--- src/rtl/conv_dot_engine.sv ---
// ---------------------------------------------------------------------------
// conv_dot_engine
//
// Serial dot-product / sum-of-absolute-differences engine. Two packed
// vectors of N unsigned W-bit elements are captured on an accepted start.
// One element pair is then processed per clock. The accumulated result is
// published with a one-cycle done pulse. With N=6, W=1, mode=0 it computes
// the AND-popcount of the two bit vectors.
//
// Handshake: start is a request that is accepted only on an edge where
// busy=0 and clear=0. Requests while busy=1 are dropped, never queued.
// busy=1 for exactly N cycles after acceptance. done=1 for the single cycle
// after the last RUN edge. busy and done are never high together. A start
// presented in the done cycle is accepted, which gives back-to-back
// operation.
//
// Ports
//   clock       in   rising-edge clock
//   reset_n     in   asynchronous active-low reset
//   start       in   operation request (sampled while busy=0)
//   clear       in   synchronous abort; has priority over start
//   mode        in   0: sum a[i]*b[i], 1: sum |a[i]-b[i]| (captured with start)
//   a_in        in   vector A; element i at [i*W +: W]
//   b_in        in   vector B; same packing as a_in
//   busy        out  operation in progress (registered)
//   done        out  one-cycle pulse when result updates (registered)
//   result      out  last completed result; held until the next completion
//   o_dbg_state out  FSM state (0 = IDLE, 1 = RUN)
// ---------------------------------------------------------------------------
module conv_dot_engine #(
    parameter int N     = 6,
    parameter int W     = 2,
    parameter int OUT_W = 2*W + $clog2(N+1)
) (
    input  logic             clock,
    input  logic             reset_n,
    input  logic             start,
    input  logic             clear,
    input  logic             mode,
    input  logic [N*W-1:0]   a_in,
    input  logic [N*W-1:0]   b_in,
    output logic             busy,
    output logic             done,
    output logic [OUT_W-1:0] result,
    output logic             o_dbg_state
);

    localparam int CW = (N > 1) ? $clog2(N) : 1;

    typedef enum logic {
        IDLE = 1'b0,
        RUN  = 1'b1
    } state_t;

    state_t           r_state;
    logic [N*W-1:0]   r_a;
    logic [N*W-1:0]   r_b;
    logic             r_mode;
    logic [OUT_W-1:0] r_acc;
    logic [CW-1:0]    r_cnt;
    logic             r_busy;
    logic             r_done;
    logic [OUT_W-1:0] r_result;

    logic [W-1:0]     w_a0;
    logic [W-1:0]     w_b0;
    logic [2*W-1:0]   w_prod;
    logic [W-1:0]     w_diff;
    logic [OUT_W-1:0] w_term;
    logic [OUT_W-1:0] w_sum;
    logic             w_last;

    // The low element of each shift register is the pair processed this edge.
    assign w_a0   = r_a[W-1:0];
    assign w_b0   = r_b[W-1:0];
    // Operands are widened first so the product is formed at full 2W width.
    assign w_prod = {{W{1'b0}}, w_a0} * {{W{1'b0}}, w_b0};
    assign w_diff = (w_a0 >= w_b0) ? (w_a0 - w_b0) : (w_b0 - w_a0);
    assign w_term = r_mode ? {{(OUT_W-W){1'b0}}, w_diff}
                           : {{(OUT_W-2*W){1'b0}}, w_prod};
    assign w_sum  = r_acc + w_term;
    assign w_last = (r_cnt == CW'(N-1));

    always_ff @(posedge clock or negedge reset_n) begin
        if (!reset_n) begin
            r_state  <= IDLE;
            r_a      <= '0;
            r_b      <= '0;
            r_mode   <= 1'b0;
            r_acc    <= '0;
            r_cnt    <= '0;
            r_busy   <= 1'b0;
            r_done   <= 1'b0;
            r_result <= '0;
        end else begin
            r_done <= 1'b0;
            if (clear) begin
                // Abort: result keeps its last completed value.
                r_state <= IDLE;
                r_busy  <= 1'b0;
            end else begin
                case (r_state)
                    IDLE: begin
                        if (start) begin
                            r_a     <= a_in;
                            r_b     <= b_in;
                            r_mode  <= mode;
                            r_acc   <= '0;
                            r_cnt   <= '0;
                            r_busy  <= 1'b1;
                            r_state <= RUN;
                        end
                    end
                    RUN: begin
                        r_acc <= w_sum;
                        r_a   <= r_a >> W;
                        r_b   <= r_b >> W;
                        r_cnt <= r_cnt + CW'(1);
                        if (w_last) begin
                            // Publish acc + final term directly.
                            r_result <= w_sum;
                            r_done   <= 1'b1;
                            r_busy   <= 1'b0;
                            r_state  <= IDLE;
                        end
                    end
                    default: begin
                        r_state <= IDLE;
                        r_busy  <= 1'b0;
                    end
                endcase
            end
        end
    end

    assign busy        = r_busy;
    assign done        = r_done;
    assign result      = r_result;
    assign o_dbg_state = r_state;

endmodule

--- config.mk ---
export PLATFORM = sky130hd
export DESIGN_NAME = conv_dot_engine
export DESIGN_NICKNAME = d
export VERILOG_FILES = /design/src/rtl/conv_dot_engine.sv
export SDC_FILE = /design/constraint.sdc
export NUM_CORES = 1
export LEC_CHECK = 0
export ABC_AREA = 1
export CAP_MARGIN = 0
export CORE_UTILIZATION = 30
export DETAILED_ROUTE_END_ITERATION = 7
export GPL_TIMING_DRIVEN = 0
export PLACE_DENSITY = 0.62
export SYNTH_ARGS = -nofsm -noshare
export SYNTH_HDL_FRONTEND = slang
export SYNTH_SLANG_ARGS = --single-unit
--- constraint.sdc ---
create_clock -name clock -period 2.9 [get_ports clock]
set_clock_uncertainty 0.1 [all_clocks]
set_input_delay 0.435 -clock clock [delete_from_list [all_inputs] [get_ports clock]]
set_output_delay 0.435 -clock clock [all_outputs]
set_load 0.1 [all_outputs]
# [Word level (Yosys, flattened, before mapping)]
# Cells that the tools add are included.
[word_totals] in_bits=29 regBits=45 output_inout_bits=10 wordCells=46
[op_classes] multipliers=1 add_sub_neg=4 eq_ne=4 n_reduce_logical=4 n_bitwise=2 n_lt_le_gt_ge=1 muxes=21
[ops] cell="12-bit one-hot mux with 2 select lines" count=2
[ops] cell="12-bit 2-to-1 mux" count=2
[ops] cell="7-bit one-hot mux with 2 select lines" count=1
[ops] cell="1-bit 2-to-1 mux" count=9
[ops] cell="7-bit by 4-bit adder with 7-bit output" count=1
[ops] cell="7-bit 2-to-1 mux" count=1
[ops] cell="3-bit one-hot mux with 2 select lines" count=1
[ops] cell="3-bit AND reduction" count=2
[ops] cell="2-bit by 2-bit multiplier with 4-bit output" count=1
[ops] cell="4-bit 2-to-1 mux" count=1
[ops] cell="1-bit one-hot mux with 2 select lines" count=2
[ops] cell="2-bit AND reduction" count=2
[ops] cell="2-bit subtractor" count=2
[ops] cell="3-bit by 1-bit adder with 3-bit output (second input constant)" count=1
[ops] cell="3-bit == test (second input constant)" count=1
[ops] cell="3-bit 2-to-1 mux" count=1
[ops] cell="3-bit by 2-bit inequality test with 1-bit output (second input constant)" count=1
[ops] cell="3-bit inequality test (second input constant)" count=1
[ops] cell="2-bit >= comparator" count=1
[ops] cell="2-bit 2-to-1 mux" count=1
[ops] cell="2-bit inequality test (second input constant)" count=1
[ops] cell="1-bit NOT" count=2

# [Depth between registers and ports, before layout]
[depth] ltp_word=5 mapped_depth=15 ltp_nobuf=15

# [Least setup slack after synthesis]
# OpenSTA, ideal clock, no wires.
[synth_timing] path_type="register to register" startpoint="register r_a[0]" endpoint="register r_result[6], in the netlist result[6]" arrival_ns=2.118 path_buffers=0 setup_time_ns=0.120 synth_period_minus_slack_ns=2.337 stages_incl_launch_ff=14 path_slack_ns=0.563 path_cell_list="dfrtp_1 -> inv_1 -> ha_1 -> fa_1 -> nor2_1 -> nor2_1 -> a21oi_1 -> fa_1 -> nand3_1 -> nand2_1 -> nand2_1 -> nand2_1 -> nand3_1 -> nand2_1"
[synth_between] elab_chain_len=4 elab_cells_between_ends=7 cone_classes="add/sub: 3; mul: 1; order compare: 1; mux: 2"
[synth_rtl] item="start: declaration" line_no="56" rtl="logic [N*W-1:0] r_a;"
[synth_rtl] item="start signal: assignment" line_no="105" rtl="r_a <= a_in;"
[synth_rtl] item="start signal: assignment" line_no="116" rtl="r_a <= r_a >> W;"
[synth_rtl] item="branches (longest 2 deep; another with 2-bit by 2-bit multiplier with 4-bit output)"
[synth_rtl] item="4-bit 2-to-1 mux (*)" line_no="79" rtl="assign w_term = r_mode ? {{(OUT_W-W){1'b0}}, w_diff}"
[synth_rtl] item="7-bit by 4-bit adder with 7-bit output (*)" line_no="81" rtl="assign w_sum = r_acc + w_term;"
[synth_rtl] item="end signal: assignment" line_no="121" rtl="r_result <= w_sum;"
[synth_rtl] item="end: declaration" line_no="63" rtl="logic [OUT_W-1:0] r_result;"
# Mark *: on every way between the ends.
# A chain may end at the register's enable or synchronous reset.

# [Worst setup path after layout]
[layout_timing] startpoint="register r_a[0]" endpoint="register r_result[5], in the netlist result[5]"
# Same word-level chain as after synthesis.

==> reports/metrics.cfg <==
[status]
outcome=completed

[die]
die_h_um=88.9
rows=31
ios=39
core_um2=7290
die_w_um=88.9
die_area_um2=7900
initial_core_util_pct=31.1

[synthesis]
synth_largest_area_cell=dfrtp_1
synth_top_flop_cell=dfrtp_1
ys_types=22
netlist_area_um2=2260
synth_top_area_share_pct=49.7
avgSynthCellArea_um2=8.51
ys_warn_count=0
synthArstFlopShare_pct=100
synth_area_leaders=dfrtp_1, nand2_1, ha_1
postSynthCellCount=266
synthTopCellsByCount=nand2_1, dfrtp_1, nor2_1
yosysMostFrequentCell=nand2_1
syn_nets=310
synth_edf_count=0
ys_seq_area_share_pct=49.7
ys_ff_latch=45

[detailed_routing]
drt_pass1_iterations=4
detail_route.wirelength_mm=4.96
wl_per_cell_um=12.0
drc_errors=0
drtIter0Drc=152
via_count=1887
ant_nets=0
via_per_inst=4.57

[cts]
clk_latency_ns=0.30
cts_resized=0
cts_sinks=45
htreeDepth=2
cts_buffers=5
cts_setup_buffers=0
cts_tree=built
cts-root-buf=clkbuf_8
cts.path.max_buffers=2
clk_pin_slew_ns=0.08

[global_routing]
grt_pass1_wl_mm=8.32
grt_antenna_before_repair=0
grt_usage_pct=14.0
grt_max_degree=29
grt_pass1_vias=1743
grt-ovfl-total=0

[final_layout]
layout-drive-gt1-share_pct=5.41
nFillCells=779
antennaDiodeCount=0
final_area_um2=2870
area_growth_pct=26.9
num-nets-final=357

[timing]
post-route-min-period_ns=2.59
tns_ns=0
max_freq_ghz=0.386
max_slew_margin_pct=35.4
hold_violations=0
setup_viol=0
tightest_slew_ns=0.966
fin_crit_sh_pct=89.4
rsz0062_at_grt=no
slew_viol_final=0

[power]
pwr-share-comb_pct=37.9
internal_power_mw=1.21
vdd_ir_drop_max_v=0.000184
netSwitchingFraction_pct=39.4
p_seq_share_pct=43.2
p_leak_nw=1.39
cellPowerDensity_nw_per_um2=697
clock_power_share_pct=18.9
switchingPower_uw=789

[setup_path]
crit_chain=inv_1 > ha_1 > fa_1 > a21boi_0 > nor2_1 > nor2_1 > a21oi_1 > ha_1 > nand2_1 > nand2_1 > nand3_1 > nand3_1 > nand3_1 > nand2_1
crit_path_end_kind=flip-flop
worstPathArrival_ns=2.68
crit_fanout=5
slowest_stage=dfrtp_1
worstPathRequired_ns=2.99
critPathLaunchType=flip-flop
path_class=reg2reg
slowest_delay_ns=0.44

[placed_design]
portBuffers=38
post_dp_cell_area_um2=2780
gp_congestion=0.757
dp_hpwl_mm=3.67

[flow_run]
drv_cap=0

[min_path]
hp-class=reg2reg

## critical path, delay by kind of cell (launching register included)
kind | cells | cell delay, ns
fa+ha+maj | 3 | 0.85
simple gates | 8 | 0.66
flops | 1 | 0.44
compound gates | 2 | 0.38
buf+inv | 1 | 0.07
## metrics by stage
| step | power, mW | utilization, % | std cells | worst slack, ns | hold WS (ns) |
|---|---|---|---|---|---|
| CTS | 2.02 | 39.4 | 413 | 0.306 | 0.393 |
| finish | 2.00 | 39.4 | 413 | 0.308 | 0.385 |
| detailed placement | 1.64 | 38.2 | 404 | 0.322 | 0.303 |
| global placement | 1.61 | 38.0 | 403 | 0.0304 | 0.367 |
| global route | 2.16 | 39.4 | 413 | 0.120 | 0.411 |
| floorplan | 1.42 | - | 266 | 0.563 | 0.0394 |
## routing by layer
metal | wire length, µm | track usage, %
met5 | 0 | 0
met4 | 59 | 4.40
met3 | 223 | 3.08
met2 | 2270 | 21.7
met1 | 2410 | 19.3
## worst paths after layout
kind / startpoint / end / slack (ns) / depth (start not counted)
max in group asynchronous: reset_n / r_b[10]$_DFFE_PN0P_ / 1.70 / 3
worst min-delay path: result[4]$_DFFE_PN0P_ / result[4]$_DFFE_PN0P_ / 0.39 / 2
worst max-delay path: r_a[0]$_DFFE_PN0P_ / result[5]$_DFFE_PN0P_ / 0.31 / 14
worst max register to register: r_a[0]$_DFFE_PN0P_ / result[5]$_DFFE_PN0P_ / 0.31 / 14
min in group asynchronous: reset_n / done$_DFF_PN0_ / 0.50 / 2
worst min register to register: result[4]$_DFFE_PN0P_ / result[4]$_DFFE_PN0P_ / 0.39 / 2
## area by class of cell
cell class                      count  area [µm²]  area share [%]
Multi-Input combinational cell    186         996            34.7
Timing Repair Buffer               40         405            14.1
Buffer                              9        45.0            1.57
Inverter                           26        97.6            3.40
Tap cell                           99         124            4.31
Sequential cell                    45        1130            39.2
Clock buffer                        8        80.1            2.79
## power by group through the flow
stage	Clock, mW	Sequential, mW	Combinational [mW]
6_report	0.378	0.866	0.758
5_1_grt	0.414	0.885	0.856
4_1_cts	0.387	0.866	0.767
3_5_place_dp	0	0.878	0.762
3_3_place_gp	0	0.874	0.739
2_1_floorplan	0	1.01	0.411
## state kept, by name, indices dropped and copies added (netlist names)
signal	count
busy	1
done	1
o_dbg_state	1
r_a	12
r_acc	7
r_b	12
r_cnt	3
r_mode	1
result	7
## layout by cell type, fill, tap and decap left out, drive strengths merged, types with 2 or more instances in the layout
cell type | netlist | final
nand2 | 82 | 82
dfrtp | 45 | 45
clkdlybuf4s50 | 0 | 37
nor2 | 28 | 28
inv | 26 | 26
a31oi | 20 | 20
nand3 | 15 | 15
ha | 13 | 13
clkbuf | 4 | 12
o21ai | 11 | 11
buf | 5 | 7
a21oi | 5 | 5
a22o | 4 | 4
xnor2 | 3 | 3
fa | 2 | 2
## repair_timing
item / 4_1_cts / 5_1_grt
endpoints found under the setup margin: 0 / 0
hold buffers: 1 / 0
endpoints found under the hold margin: 17 / 0
## cell families (layout without fill, tap and decap cells)
logic type	count (synthesis)	in the layout	synth area share (%)
buf+inv	35	83	6.30
fa+ha+maj	15	15	8.95
flops	45	45	49.7
compound gates	43	43	11.5
xor+xnor	3	3	1.16
simple gates	125	125	22.3
No activity file was read; power rests on OpenSTA's default activity.
